===== src/rtl/auto_exposure.sv =====
// Auto-exposure gain stage.
// Applies a Q4.4 gain to r/g/b over a two-stage pipeline, measures the mean
// output luma of each frame, and steps the gain once per frame so that the
// mean settles inside a +/-4 band around the requested target.
// Pack layout, MSB first: {clk, hsync, vsync, de, r[7:0], g[7:0], b[7:0], x, y}.
module auto_exposure #(
  parameter logic [11:0] H_ACT = 12'd1280,
  parameter logic [11:0] V_ACT = 12'd720,
  localparam int XW        = $clog2(H_ACT),
  localparam int YW        = $clog2(V_ACT),
  localparam int PACK_SIZE = 3*8 + 4 + XW + YW
) (
  input  logic                 clk,
  input  logic                 rstn,
  input  logic                 en,
  input  logic [7:0]           target,
  input  logic [PACK_SIZE-1:0] i_pack,
  output logic [PACK_SIZE-1:0] o_pack,
  output logic [7:0]           gain
);

  localparam int NPIX  = int'(H_ACT) * int'(V_ACT);
  localparam int SUM_W = $clog2(NPIX*255 + 1);

  localparam logic [7:0] GAIN_RESET = 8'h10;
  localparam logic [7:0] GAIN_MAX   = 8'h40;
  localparam logic [7:0] GAIN_MIN   = 8'h08;

  typedef enum logic [1:0] {IDLE, ACCUM, EVAL, UPDATE} state_t;

  // Unpacked input fields
  logic          in_clk, in_hs, in_vs, in_de;
  logic [7:0]    in_r, in_g, in_b;
  logic [XW-1:0] in_x;
  logic [YW-1:0] in_y;

  assign {in_clk, in_hs, in_vs, in_de, in_r, in_g, in_b, in_x, in_y} = i_pack;

  // Stage 1: raw products, raw pixel copy for bypass, delayed timing
  logic          s1_hs, s1_vs, s1_de, s1_en;
  logic [XW-1:0] s1_x;
  logic [YW-1:0] s1_y;
  logic [7:0]    s1_r, s1_g, s1_b;
  logic [15:0]   s1_pr, s1_pg, s1_pb;

  // Stage 2: final output pixel and timing
  logic          s2_hs, s2_vs, s2_de;
  logic [XW-1:0] s2_x;
  logic [YW-1:0] s2_y;
  logic [7:0]    s2_r, s2_g, s2_b;

  // Frame measurement
  logic             vs_prev;
  logic             frame_end;
  logic [9:0]       luma_full;
  logic [7:0]       luma;
  logic [SUM_W-1:0] sum, sum_q, lo_q, hi_q;
  logic [7:0]       band_lo, band_hi;
  state_t           state, state_next;

  // Drop the fractional nibble of a Q4.4 product and clip to 8 bits
  function automatic logic [7:0] sat8(input logic [15:0] p);
    return (p[15:12] != 4'd0) ? 8'hFF : p[11:4];
  endfunction

  // Stage 1: multiply every component by the current gain
  always_ff @(posedge clk or negedge rstn) begin
    if (!rstn) begin
      s1_hs <= 1'b0;
      s1_vs <= 1'b0;
      s1_de <= 1'b0;
      s1_en <= 1'b0;
      s1_x  <= '0;
      s1_y  <= '0;
      s1_r  <= 8'd0;
      s1_g  <= 8'd0;
      s1_b  <= 8'd0;
      s1_pr <= 16'd0;
      s1_pg <= 16'd0;
      s1_pb <= 16'd0;
    end else begin
      s1_hs <= in_hs;
      s1_vs <= in_vs;
      s1_de <= in_de;
      s1_en <= en;
      s1_x  <= in_x;
      s1_y  <= in_y;
      s1_r  <= in_r;
      s1_g  <= in_g;
      s1_b  <= in_b;
      s1_pr <= in_r * gain;
      s1_pg <= in_g * gain;
      s1_pb <= in_b * gain;
    end
  end

  // Stage 2: saturate the gained value, or pass the raw pixel when bypassed
  always_ff @(posedge clk or negedge rstn) begin
    if (!rstn) begin
      s2_hs <= 1'b0;
      s2_vs <= 1'b0;
      s2_de <= 1'b0;
      s2_x  <= '0;
      s2_y  <= '0;
      s2_r  <= 8'd0;
      s2_g  <= 8'd0;
      s2_b  <= 8'd0;
    end else begin
      s2_hs <= s1_hs;
      s2_vs <= s1_vs;
      s2_de <= s1_de;
      s2_x  <= s1_x;
      s2_y  <= s1_y;
      s2_r  <= s1_en ? sat8(s1_pr) : s1_r;
      s2_g  <= s1_en ? sat8(s1_pg) : s1_g;
      s2_b  <= s1_en ? sat8(s1_pb) : s1_b;
    end
  end

  assign o_pack = {in_clk, s2_hs, s2_vs, s2_de, s2_r, s2_g, s2_b, s2_x, s2_y};

  // Luma of the outgoing pixel and frame-end detection on the delayed vsync
  always_comb begin
    luma_full = {2'b00, s2_r} + {1'b0, s2_g, 1'b0} + {2'b00, s2_b};
    luma      = 8'(luma_full >> 2);
    frame_end = s2_vs & ~vs_prev;
    band_lo   = (target >= 8'd4)   ? (target - 8'd4) : 8'd0;
    band_hi   = (target <= 8'd251) ? (target + 8'd4) : 8'd255;
  end

  // Remember the previous delayed vsync for edge detection
  always_ff @(posedge clk or negedge rstn) begin
    if (!rstn) vs_prev <= 1'b0;
    else       vs_prev <= s2_vs;
  end

  // Control state register
  always_ff @(posedge clk or negedge rstn) begin
    if (!rstn) state <= IDLE;
    else       state <= state_next;
  end

  // Next state: the frame end that leaves IDLE only arms measurement
  always_comb begin
    state_next = state;
    case (state)
      IDLE:    if (frame_end) state_next = ACCUM;
      ACCUM:   if (frame_end) state_next = EVAL;
      EVAL:    state_next = UPDATE;
      UPDATE:  state_next = ACCUM;
      default: state_next = IDLE;
    endcase
  end

  // Luma accumulator; a frame end snapshots the total and restarts the sum
  // with the current pixel so nothing is lost across the boundary
  always_ff @(posedge clk or negedge rstn) begin
    if (!rstn) begin
      sum   <= '0;
      sum_q <= '0;
    end else if (state == IDLE) begin
      sum <= '0;
    end else if (state == ACCUM && frame_end) begin
      sum_q <= sum;
      sum   <= s2_de ? SUM_W'(luma) : '0;
    end else if (s2_de) begin
      sum <= sum + SUM_W'(luma);
    end
  end

  // Acceptance band scaled to a whole-frame sum; target is sampled only here
  always_ff @(posedge clk or negedge rstn) begin
    if (!rstn) begin
      lo_q <= '0;
      hi_q <= '0;
    end else if (state == EVAL) begin
      lo_q <= SUM_W'(band_lo) * SUM_W'(NPIX);
      hi_q <= SUM_W'(band_hi) * SUM_W'(NPIX);
    end
  end

  // One gain step per frame, clamped to the 0.5 .. 4.0 range
  always_ff @(posedge clk or negedge rstn) begin
    if (!rstn) begin
      gain <= GAIN_RESET;
    end else if (state == UPDATE && en) begin
      if (sum_q < lo_q)
        gain <= (gain >= GAIN_MAX) ? GAIN_MAX : gain + 8'd1;
      else if (sum_q > hi_q)
        gain <= (gain <= GAIN_MIN) ? GAIN_MIN : gain - 8'd1;
    end
  end

endmodule


===== config.mk =====
export PLATFORM = sky130hd
export DESIGN_NAME = auto_exposure
export DESIGN_NICKNAME = d
export VERILOG_FILES = /design/src/rtl/auto_exposure.sv
export SDC_FILE = /design/constraint.sdc
export NUM_CORES = 1
export LEC_CHECK = 0
export BUFFER_PORTS_ARGS = -buffer_cell sky130_fd_sc_hd__buf_4
export CAP_MARGIN = 15
export CELL_PAD_IN_SITES_DETAIL_PLACEMENT = 1
export CELL_PAD_IN_SITES_GLOBAL_PLACEMENT = 1
export CORE_ASPECT_RATIO = 1.2
export CORE_MARGIN = 2
export CORE_UTILIZATION = 30
export CTS_BUF_LIST = sky130_fd_sc_hd__clkbuf_4
export DETAILED_ROUTE_END_ITERATION = 8
export GPL_TIMING_DRIVEN = 0
export PLACE_DENSITY = 0.5
export RECOVER_POWER = 50
export REMOVE_ABC_BUFFERS = 1
export SETUP_SLACK_MARGIN = 0.4
export SLEW_MARGIN = 20
export SYNTH_ARGS = -nofsm -noshare
export SYNTH_HDL_FRONTEND = slang
export SYNTH_SLANG_ARGS = --single-unit

===== constraint.sdc =====
create_clock -name clk -period 8.1 [get_ports clk]
set_input_delay 0.405 -clock clk [delete_from_list [all_inputs] [get_ports clk]]
set_output_delay 0.405 -clock clk [all_outputs]
set_load 0.03 [all_outputs]

# ---- Yosys cells after proc, flatten, opt, wreduce, memory -nomap -nowiden
# Cells that the tools add are included.
dict set report totals {
  regBits 244
  latch_bits 0
  ram_bits 0
  rom_bits 0
  inputBits 60
  out_inout_bits 57
  wordCells 83
  memories 0
}
dict set report op_classes {
  add_sub_neg 7
  mul 5
  div 0
  magnitude_cmp 6
  n_eq_ne 5
  shifts 0
  mux 19
  bitwise_logic 3
  reduce_logical 11
}
# cell n
set op_table {}
lappend op_table {{two-way mux 8 bit} 13}
lappend op_table {{two-way mux 28 bit} 3}
lappend op_table {{multiplier 8 x 8 -> 16 bit} 3}
lappend op_table {{multiplier 8 x 8 -> 16 bit (second input constant)} 2}
lappend op_table {{adder 28 x 8 -> 28 bit} 1}
lappend op_table {{greater-than comparator 28 bit} 1}
lappend op_table {{less-than comparator 28 bit} 1}
lappend op_table {{nonzero test 4 bit} 3}
lappend op_table {{adder 10 x 8 -> 10 bit} 1}
lappend op_table {{adder 8 x 9 -> 10 bit} 1}
lappend op_table {{adder 8 x 1 -> 8 bit (second input constant)} 1}
lappend op_table {{adder 8 x 3 -> 8 bit (second input constant)} 1}
lappend op_table {{>= comparator 8 x 3 -> 1 bit (second input constant)} 1}
lappend op_table {{>= comparator 8 x 7 -> 1 bit (second input constant)} 1}
lappend op_table {{<= comparator 8 x 4 -> 1 bit (second input constant)} 1}
lappend op_table {{<= comparator 8 bit (second input constant)} 1}
lappend op_table {{one-hot mux 2 bit (4 select lines)} 1}
lappend op_table {{subtractor 8 x 1 -> 8 bit (second input constant)} 1}
lappend op_table {{subtractor 8 x 3 -> 8 bit (second input constant)} 1}
lappend op_table {{AND reduction 2 bit} 3}
lappend op_table {{== test 2 bit (second input constant)} 2}
lappend op_table {{two-way mux 2 bit} 2}
lappend op_table {{!= test 2 bit (second input constant)} 2}
lappend op_table {{nonzero test 3 bit} 1}
lappend op_table {{other kinds (6)} 8}

# ---- Logic depth before layout (Yosys ltp)
# Gate-level depths: netlist of run 1.
dict set report depth {
  word_depth 6
  mapped_depth 21
  depth_no_buf 21
}

# ---- Worst setup path before layout of run 1
# No wires, ideal clock.
dict set report synth_timing {
  path_type {register to register}
  startpoint {register gain[4]}
  endpoint {register s1_pg[13]}
  arrival_ps 4762
  required_time_ps 8020
  slack_ps 3258
  path_stages_with_launch 19
  path_cell_list {dfstp_2 -> clkbuf_1 -> clkbuf_1 -> nand2_1 -> fa_1 -> fa_1 -> inv_1 -> fa_1 -> inv_1 -> fa_1 -> inv_1 -> ha_1 -> o21a_1 -> o31a_1 -> o211ai_1 -> nand3_1 -> a41oi_1 -> nor2b_1 -> xnor2_1}
}
dict set report synth_via {
  elab_chain_cells 1
}
# element line_no
set synth_lines {}
lappend synth_lines {{from (decl)} 19} ;# output logic [7:0] gain
lappend synth_lines {{from (signal assigned)} 188} ;# gain <= (gain >= GAIN_MAX) ? GAIN_MAX : gain + 8'd1;
lappend synth_lines {{from (signal assigned)} 190} ;# gain <= (gain <= GAIN_MIN) ? GAIN_MIN : gain - 8'd1;
lappend synth_lines {{multiplier 8 x 8 -> 16 bit} 92} ;# s1_pg <= in_g * gain;
lappend synth_lines {{to (signal assigned)} 92}
lappend synth_lines {{to (decl)} 44} ;# logic [15:0] s1_pr, s1_pg, s1_pb;
# No other way between the ends.
# A chain may end at the register's enable or synchronous reset.

==> results.yml, run 1 <==
clock_tree:
  root_buffer: "clkbuf_4"
  max-clock-path-buffers: 3
  cts_made_buffers: 70
  cts.repair.resized: 0
  post_cts_buffers: 0
  clkLatencyLatePin_ps: 780
  htreeDepth: 3
  cts_tree: "done"
  clkTransAtPathRegs_ps: 60
  cts_hold_buf: 50
  clock_sinks: 232
timing:
  period_share_pct: 65.4
  period_needed_ps: 5300
  max_freq_ghz: 0.189
  setup_viol: 0
  finalWorstSetupSlack_ps: 2800
  finClkSkew_ps: 44.9
  slew_headroom_pct: -158
  worstMarginPinSlew_ps: 3870
  finalHoldViolations: 0
  finalMaxSlewViolations: 201
  fin_tns_setup_ps: 0
  rsz0062_at_grt: "no"
final_layout:
  instances_no_fill: 2801
  finalNetCount: 2377
  area_growth_pct: 17.1
  drive_gt1_share_pct: 13.1
  utilization_pct: 35.4
power:
  ir_drop_uv: 103
  internal_power_mw: 3.20
  seq_power_share_pct: 29.6
  switching_power_mw: 2.22
  swShare_pct: 41.0
  pwr-share-comb_pct: 48.2
  clkPwrFrac_pct: 22.2
  power_mw: 5.41
  cellPowerDensity_mw_per_mm2: 258
  p_leak_nw: 10.1
die:
  fp-row-count: 98
  die-area_mm2: 0.0616
  die_w_um: 227
  die_h_um: 271
  start_util_pct: 30.2
  core_area_mm2: 0.0592
  io_pins: 117
placement:
  hpwl_um: 35500
  place_ws_ps: 2690
  gp_congestion: 0.761
  port_buffers: 114
  placed_cells: 2631
setup_path:
  crit_start: "rstn"
  timing.rr.end: "s1_pg[13]"
  cp.buffers_inverters: 3
  crit_cells: 3
  reg2reg_from: "gain[4]"
  crit_slowest_cell: "clkbuf_1"
  crit_required_ps: 8480
  cp.arrival_ps: 5680
  critPathMaxStageDelay_ps: 2710
  worstPathMaxFanout: 85
  critical_path_class: "input port to async pin"
  r2r_slack_ps: 3040
  endpoint_kind: "async pin"
  start_kind: "input port"
  reg2reg_depth: 16
  crit_chain: "dlygate4sd3_1 -> clkbuf_1 -> clkbuf_2"
  critPathCapture: "s1_r[5]"
  crit_family: "buffers and inverters"
route:
  wire_per_inst_um: 16.8
  first_pass_iters: 6
  drcViolationCount: 0
  wl_um: 47200
  ant_nets: 0
  vias: 13054
  drtIter0Drc: 308
  vias_per_cell: 4.66
logic_synthesis:
  synth_cell_types: 72
  syn_avg_cell_area_um2: 10.1
  netlist_area_mm2: 0.0179
  synth_seq_cells: 232
  syn_inst: 1764
  synth_edf_count: 0
  yosysWarningCount: 0
  synth_ff_type: "dfrtp_1"
  synthArstFlopShare_pct: 100
  yosysSeqAreaShare_pct: 32.5
global_routing:
  antenna_found_initial: 1
  grt_max_degree: 86
  first_global_vias: 14537
  grt_overflow_total: 0
  grt_pass1_wl_um: 77600
  grt_usage_pct: 16.1
outcome:
  violations: "max-capacitance violations, max-slew violations"
  outcome: "finished, violations left"
min_path:
  holdCritPathClass: "input port to flip-flop"
  hold_start: "target[2]"
run:
  cap_viol_max_count: 3
## worst min path at each step
| stage | to | slack (ps) | cells past startpoint |
|---|---|---|---|
| finish | lo_q[14] | 100 | 4 |
| detailed placement | s2_x[10] | 340 | 0 |
| global route | lo_q[14] | 60 | 4 |
| global placement | s2_x[10] | 330 | 0 |
| CTS | lo_q[14] | 3 | 4 |
| floorplan | gain[0] | 110 | 0 |
## through the flow
| step | hold slack (ps) | area, µm² |
|---|---|---|
| global route | 62.5 | 20900 |
| floorplan | 109 | 17700 |
| detailed placement | 336 | 19700 |
| global placement | 331 | 19500 |
| finish | 103 | 20900 |
| CTS | 2.56 | 21100 |
## registers in the layout (all words and copies together), names as in the netlist, 2 cells and up
name,cells
gain,8
hi_q,16
lo_q,16
s1_b,8
s1_g,8
s1_pb,12
s1_pg,12
s1_pr,12
s1_r,8
s1_x,11
s1_y,10
s2_b,8
s2_g,8
s2_r,8
s2_x,11
s2_y,10
state,2
sum,28
sum_q,28
## layout make-up
class	instances	area [µm²]
well taps	800	1000
repair buffers	169	1330
inverters	259	972
clock inverters	18	159
clock buffers	101	758
diodes	1	2.50
multi-input cells	1221	10900
fillers	6774	38300
flip-flops and latches	232	5820
## cell families (layout without fill, tap and decap cells)
family                     Yosys count  in the layout  synth area share (%)
other                                0              1                     0
muxes                               39             39                  2.40
xor gates and xnor gates            80             80                  3.92
AOI/OAI and AO/OA                  230            230                  8.82
buffers and inverters              311            547                  6.61
and+or+nand+nor                    508            508                  14.7
DFF                                232            232                  32.5
adders and majority gates          364            364                  31.1
## cells in the final DEF (no fill, tap or decap), types with 56 or more instances in the layout
cell and count:
fa_1 133, and2_1 134, buf_4 65, xnor2_1 72, clkbuf_4 125, inv_1 259, nand2_1 144, dfrtp_1 223
a21oi_1 56, nor2_1 79, ha_1 231
## cells in the mapped netlist (all sizes together), types with 5 or more instances
cell type  count  area (µm²)
or2            6        37.5
mux2          31         349
fa           133        2660
inv          259         972
a31o           8        70.1
a21oi         57         289
nor4b          5        43.8
a31oi          8        50.1
nor2b         14        87.6
nor3b          5        48.8
nand3b         6        45.0
xor2           8        70.1
nand3         22         110
nand2b        12        75.1
o21ai         48         240
clkbuf        44         165
and3           9        56.3
dfrtp        231        5780
ha           231        2890
mux2i          8        80.1
nand4          6        37.5
nand2        144         541
buf            8        45.0
and2         134         838
o211ai        10        75.1
nand4b         5        43.8
nor4           9        56.3
a21boi         7        52.6
a21o           8        60.1
o22a          24         210
xnor2         72         631
nor2          81         307
o21a          12        90.1
nor3          29         145
or3           13        86.3
o31a           5        43.8
## power by group through the flow
stage	Clock [mW]	Combinational, mW	Sequential [mW]
2_1_floorplan	0	1.91	1.59
3_3_place_gp	0	2.57	1.62
3_5_place_dp	0	2.66	1.63
4_1_cts	1.27	2.70	1.61
5_1_grt	1.33	3.03	1.64
6_report	1.20	2.61	1.60
## worst reg2reg max path: cells and delay by family, from the launching register on
kind / cells / cell delay (ps)
compound gates: 4 / 740
xor+xnor: 1 / 130
fa+ha+maj: 5 / 2400
buf+inv: 3 / 140
flops: 1 / 1020
simple gates: 3 / 530
## metal layers
layer	global-route usage, %	part of all wire [%]	vias to the layer above
met5	0	0	-
met4	5.56	2.4	0
met3	3.07	3.8	62
met2	29.3	53	153
met1	18.8	41	6624
li1	-	-	6215
Note: power is estimated with default switching activity, not from simulation.
==> run 2, diff against run 1 <==
--- a/config.mk
+++ b/config.mk
@@ -5,6 +5,7 @@
 export SDC_FILE = /design/constraint.sdc
 export NUM_CORES = 1
 export LEC_CHECK = 0
+export ABC_AREA = 1
 export BUFFER_PORTS_ARGS = -buffer_cell sky130_fd_sc_hd__buf_4
 export CAP_MARGIN = 15
 export CELL_PAD_IN_SITES_DETAIL_PLACEMENT = 1
@@ -15,7 +16,7 @@
 export CTS_BUF_LIST = sky130_fd_sc_hd__clkbuf_4
 export DETAILED_ROUTE_END_ITERATION = 8
 export GPL_TIMING_DRIVEN = 0
-export PLACE_DENSITY = 0.5
+export PLACE_DENSITY = 0.52
 export RECOVER_POWER = 50
 export REMOVE_ABC_BUFFERS = 1
 export SETUP_SLACK_MARGIN = 0.4
==> constraint.sdc (replaced) <==
create_clock -name clk -period 5.5 [get_ports clk]
set_input_delay 0.275 -clock clk [delete_from_list [all_inputs] [get_ports clk]]
set_output_delay 0.275 -clock clk [all_outputs]
set_load 0.03 [all_outputs]
==> run 2 against run 1 <==
The flow still finishes with violations (max-capacitance violations, max-slew violations). Sequential share of layout area down 1.1 points. Clock skew decreased by 11 ps. Die area rose by 5.0%. Sequential power is 49% higher. Sequential cell count stayed put. Worst setup slack worse by 2100 ps. Non-clock buffer count increased by 6. Clock power is 38% higher. Critical path type is now flip-flop to flip-flop.
==> results.yml, run 2 <==
logic_synthesis:
  syn_avg_cell_area_um2: 8.28
  synth_seq_cells: 232
  synth_edf_count: 0
  synth_common_cells: "nand2_1 (529), inv_1 (500), dfrtp_1 (231), ha_1 (231), fa_1 (133)"
  yosysWarningCount: 0
  synth.area.top_cells: "dfrtp_1 (31%), ha_1 (15%), fa_1 (14%), nand2_1 (11%), inv_1 (10%)"
  yosysTopAreaCell: "dfrtp_1"
  yosysSeqAreaShare_pct: 30.9
  synth_cell_types: 55
  synthArstFlopShare_pct: 100
  syn_inst: 2269
  yosys.area.top_type_share_pct: 30.8
  synth_ff_type: "dfrtp_1"
  netlist_area_mm2: 0.0188
  yosysMostFrequentCell: "nand2_1"
placement:
  gp_congestion: 0.773
  port_buffers: 114
  hpwl_um: 40200
  place_ws_ps: 508
  placed_cells: 3134
die:
  fp-row-count: 100
  die_h_um: 278
  io_pins: 117
  die_w_um: 232
  core_area_mm2: 0.0621
  die-area_mm2: 0.0647
  start_util_pct: 30.3
clock_tree:
  clock_sinks: 232
  root_buffer: "clkbuf_4"
  max-clock-path-buffers: 3
  cts_made_buffers: 69
  clkLatencyLatePin_ps: 770
  cts_tree: "done"
  htreeDepth: 3
  clkTransAtPathRegs_ps: 60
setup_path:
  start_kind: "flip-flop"
  endpoint_kind: "flip-flop"
  reg2reg_from: "gain[6]"
  worstPathMaxFanout: 29
  crit_required_ps: 6110
  critical_path_class: "flip-flop to flip-flop"
  r2r_slack_ps: 720
  cp.arrival_ps: 5400
  reg2reg_depth: 14
  timing.rr.end: "s1_pr[12]"
power:
  ir_drop_uv: 134
  cellPowerDensity_mw_per_mm2: 386
  clkPwrFrac_pct: 19.7
  p_leak_nw: 12.5
  swShare_pct: 45.4
  switching_power_mw: 3.83
  pwr-share-comb_pct: 52.1
  internal_power_mw: 4.61
  seq_power_share_pct: 28.2
global_routing:
  grt_max_degree: 89
  grt_overflow_total: 0
  grt_usage_pct: 17.0
  grt_pass1_wl_um: 86800
  first_global_vias: 16752
  antenna_found_initial: 1
timing:
  finClkSkew_ps: 33.7
  period_needed_ps: 4780
  finalMaxSlewViolations: 82
  slew_headroom_pct: -205
  period_share_pct: 87.0
  fin_tns_setup_ps: 0
  setup_viol: 0
  worstMarginPinSlew_ps: 4570
  max_freq_ghz: 0.209
  finalWorstSetupSlack_ps: 716
  finalHoldViolations: 0
  rsz0062_at_grt: "no"
route:
  drtIter0Drc: 412
  first_pass_iters: 6
  ant_nets: 0
  vias_per_cell: 4.52
  wire_per_inst_um: 15.8
  wl_um: 52400
  drcViolationCount: 0
  highest_layer: "met4"
  vias: 14958
  wl_met2_um: 27200
  m1WireLength_um: 22400
  met3WireLength_um: 1230
final_layout:
  drive_gt1_share_pct: 9.92
  final_common_cell: "nand2_1"
  nFillCells: 7514
  instances_no_fill: 3307
  area_growth_pct: 16.2
  reg_top3: "sum (28), sum_q (28)"
  finalNetCount: 2867
  final_cell_mix: "nand2_1 (528), inv_1 (500), ha_1 (230)"
outcome:
  outcome: "finished, violations left"
  violations: "max-capacitance violations, max-slew violations"
run:
  cap_viol_max_count: 1
min_path:
  hold_end: "hi_q[13]"
  holdPathStages: 5
  hold_start: "target[1]"
  holdCritPathClass: "input port to flip-flop"
[run 2: how the worst max path moves through the flow]
stage / startpoint / slack, ps / to
after floorplan: gain[6] / 1040 / s1_pr[12]
after global placement: gain[5] / 150 / s1_pr[12]
after detailed placement: gain[4] / 510 / s1_pg[15]
after CTS: gain[4] / 520 / s1_pg[15]
after global routing: rstn / 340 / s1_pb[13]
final: gain[6] / 720 / s1_pr[12]
[run 2: cells by family (layout without fill, tap and decap cells)]
| logic type | Yosys count | count (layout) | share of synthesized area [%] |
|---|---|---|---|
| and+or+nand+nor | 794 | 794 | 17.6 |
| buffers and inverters | 578 | 799 | 11.8 |
| adders and majority gates | 364 | 364 | 29.6 |
| AOI/OAI and AO/OA | 233 | 233 | 6.82 |
| DFF | 232 | 232 | 30.9 |
| xor gates and xnor gates | 62 | 62 | 2.89 |
| muxes | 6 | 6 | 0.360 |
| other | 0 | 1 | 0 |
[run 2: layer usage]
layer  GRT usage (%)  vias to the layer above
met2            30.9                      157
met4            6.66                        0
li1                -                     7333
met5               0                        -
met1            19.9                     7402
met3            2.27                       66
[run 2: power groups by stage]
stage | combinational (mW) | sequential, mW | clock, mW
6_report | 4.40 | 2.38 | 1.66
5_1_grt | 5.13 | 2.43 | 1.85
4_1_cts | 4.53 | 2.40 | 1.76
3_5_place_dp | 4.46 | 2.42 | 0
3_3_place_gp | 4.24 | 2.46 | 0
2_1_floorplan | 3.07 | 2.39 | 0
[run 2: cell type report]
type	count	area [µm²]	area share, %
multi-input cells	1459	10800	49.3
clock buffers	93	698	3.20
flip-flops and latches	232	5820	26.7
repair buffers	175	1470	6.74
well taps	816	1020	4.68
diodes	1	2.50	0.0115
clock inverters	25	156	0.716
inverters	506	1900	8.71
[run 2: timing repair]
item | CTS | global route
hold endpoints to repair | 192 | 0
setup endpoints to repair | 0 | 8
buffers inserted | 0 | 0
gates resized for setup | 0 | 1
hold buffers | 54 | 0
[run 2: through the flow]
stage          cell area, µm²  hold WS (ps)  power, mW  util (%)
6_report                21800           148       8.44      35.2
5_1_grt                 21800           123       9.41      35.2
3_3_place_gp            20300           331       6.70      32.8
4_1_cts                 21900          42.4       8.68      35.3
3_5_place_dp            20500           319       6.89      33.1
2_1_floorplan           18500         -20.6       5.47         -
[run 2: worst max-delay path, cell delays in order, from the launching register on]
cell and delay [ps]:
dfrtp_2 850, nand2_1 160, fa_1 520, fa_1 550, inv_1 50, fa_1 520, inv_1 50, fa_1 520
inv_1 40, ha_1 340, a21oi_1 270, o21ai_0 130, a31oi_1 300, o21ai_0 160, xor2_1 160
==> run 3, diff against run 2 <==
--- a/config.mk
+++ b/config.mk
@@ -15,7 +15,6 @@
 export CORE_UTILIZATION = 30
 export CTS_BUF_LIST = sky130_fd_sc_hd__clkbuf_4
 export DETAILED_ROUTE_END_ITERATION = 8
-export GPL_TIMING_DRIVEN = 0
 export PLACE_DENSITY = 0.52
 export RECOVER_POWER = 50
 export REMOVE_ABC_BUFFERS = 1
==> run 3 against run 2 <==
The flow still finishes with violations (max-capacitance violations, max-slew violations). Final area is 0.27% higher. Sequential power down 2%. Maximum frequency about the same. Global-route usage is 0.60 points higher. Highest routed layer is now met5.
==> results.yml, run 3 (synthesis gave the netlist of run 2 again) <==
clock_tree:
  max-clock-path-buffers: 3
  clkTransAtPathRegs_ps: 70
  cts_made_buffers: 74
  clkLatencyLatePin_ps: 800
  post_cts_buffers: 0
  clock_sinks: 232
  htreeDepth: 3
  cts_tree: "done"
  root_buffer: "clkbuf_4"
die:
  core_area_mm2: 0.0621
  io_pins: 117
  fp-row-count: 100
  die-area_mm2: 0.0647
  die_h_um: 278
  start_util_pct: 30.3
  die_w_um: 232
timing:
  setup_viol: 0
  whs_ps: 129
  max_freq_ghz: 0.209
  fin_tns_setup_ps: 0
  worstMarginPinSlew_ps: 2770
  finalHoldViolations: 0
  period_share_pct: 87.0
  finalMaxSlewViolations: 235
  finalWorstSetupSlack_ps: 715
  rsz0062_at_grt: "no"
  period_needed_ps: 4790
  slew_headroom_pct: -84.6
  finClkSkew_ps: 75.7
placement:
  port_buffers: 114
  hpwl_um: 42400
  placed_cells: 3146
  placed_area_mm2: 0.0205
  place_ws_ps: 705
  gp_congestion: 0.809
route:
  first_pass_iters: 4
  wire_per_inst_um: 16.2
  vias_per_cell: 4.53
  wl_um: 54100
  drcViolationCount: 0
  drtIter0Drc: 508
  vias: 15106
  ant_nets: 0
setup_path:
  reg2reg_depth: 17
  timing.rr.end: "s1_pr[15]"
  reg2reg_from: "gain[5]"
  critical_path_class: "flip-flop to flip-flop"
  r2r_slack_ps: 710
  cp.arrival_ps: 5400
  start_kind: "flip-flop"
  crit_required_ps: 6110
  worstPathMaxFanout: 20
  endpoint_kind: "flip-flop"
run:
  cap_viol_max_count: 2
global_routing:
  grt_pass1_wl_um: 89500
  grt_max_degree: 126
  antenna_found_initial: 6
  first_global_vias: 17012
  grt_overflow_total: 0
  grt_usage_pct: 17.6
final_layout:
  final_cell_mix: "nand2_1 (529), inv_1 (500), ha_1 (231)"
  final_common_cell: "nand2_1"
  drive_gt1_share_pct: 10.6
  area_growth_pct: 16.5
  finalNetCount: 2889
  nFillCells: 7535
  reg_top3: "sum (28), sum_q (28)"
  utilization_pct: 35.3
  instances_no_fill: 3333
  design_area_mm2: 0.0219
min_path:
  hold_end: "hi_q[16]"
  holdCritPathClass: "input port to flip-flop"
  hold_start: "target[4]"
  holdPathStages: 5
outcome:
  violations: "max-capacitance violations, max-slew violations"
  outcome: "finished, violations left"
power:
  ir_drop_uv: 163
  p_leak_nw: 12.6
  cellPowerDensity_mw_per_mm2: 391
  power_mw: 8.57
run 3: cell count changes in the layout (fill, tap and decap cells not counted), moves of 3 or more:
| cell | before | now |
|---|---|---|
| buf_16 | 5 | 0 |
| buf_4 | 64 | 82 |
| clkbuf_1 | 27 | 24 |
| clkbuf_4 | 116 | 132 |
| clkinv_1 | 17 | 12 |
| dfrtp_1 | 224 | 230 |
| dfrtp_2 | 7 | 1 |
| dlygate4sd3_1 | 54 | 59 |
| inv_6 | 0 | 3 |
run 3: layout make-up:
cell class	instances	area (µm²)	share of cell area (%)
multi-input cells	1459	10800	49.1
flip-flops and latches	232	5810	26.5
inverters	506	1900	8.69
repair buffers	192	1500	6.83
well taps	816	1020	4.66
clock buffers	106	796	3.63
clock inverters	20	109	0.497
diodes	2	5.00	0.0229
run 3: worst max-delay path by stage:
stage,from,end,slack [ps],depth (start not counted)
after floorplan,gain[6],s1_pr[12],1040,14
after global placement,gain[7],s1_pg[15],800,16
after detailed placement,gain[7],s1_pg[15],700,16
after CTS,gain[7],s1_pg[15],690,16
after global routing,gain[5],s1_pg[15],430,17
final,gain[5],s1_pr[15],710,17
run 3: critical path, cell delays in order (launching register included):
cell	delay, ps
dfrtp_1	690
buf_4	320
nand2_1	70
inv_1	60
fa_1	480
inv_1	60
fa_1	520
inv_1	50
fa_1	520
inv_1	60
fa_1	530
inv_1	40
ha_1	370
nand2_1	110
o21ai_0	90
a21oi_1	300
o21ai_0	160
xor2_1	170
run 3: report_power, final:
part	total [mW]	internal (mW)	switching, mW
Combinational	4.47	1.66	2.81
Clock	1.76	0.893	0.868
Sequential	2.34	2.06	0.276
run 3: metal layers:
metal | wire (µm) | up-vias | track usage (%)
met1 | 22300 | 7455 | 20.2
met2 | 28600 | 176 | 32.2
met4 | 1460 | 4 | 6.26
met5 | 26 | - | 0
li1 | - | 7374 | -
met3 | 1740 | 97 | 3.11
run 3: what timing repair did:
item | in CTS | in global routing
endpoints found under the hold margin | 169 | 0
hold buffers | 59 | 0
endpoints found under the setup margin | 0 | 1
resized for setup | 0 | 1
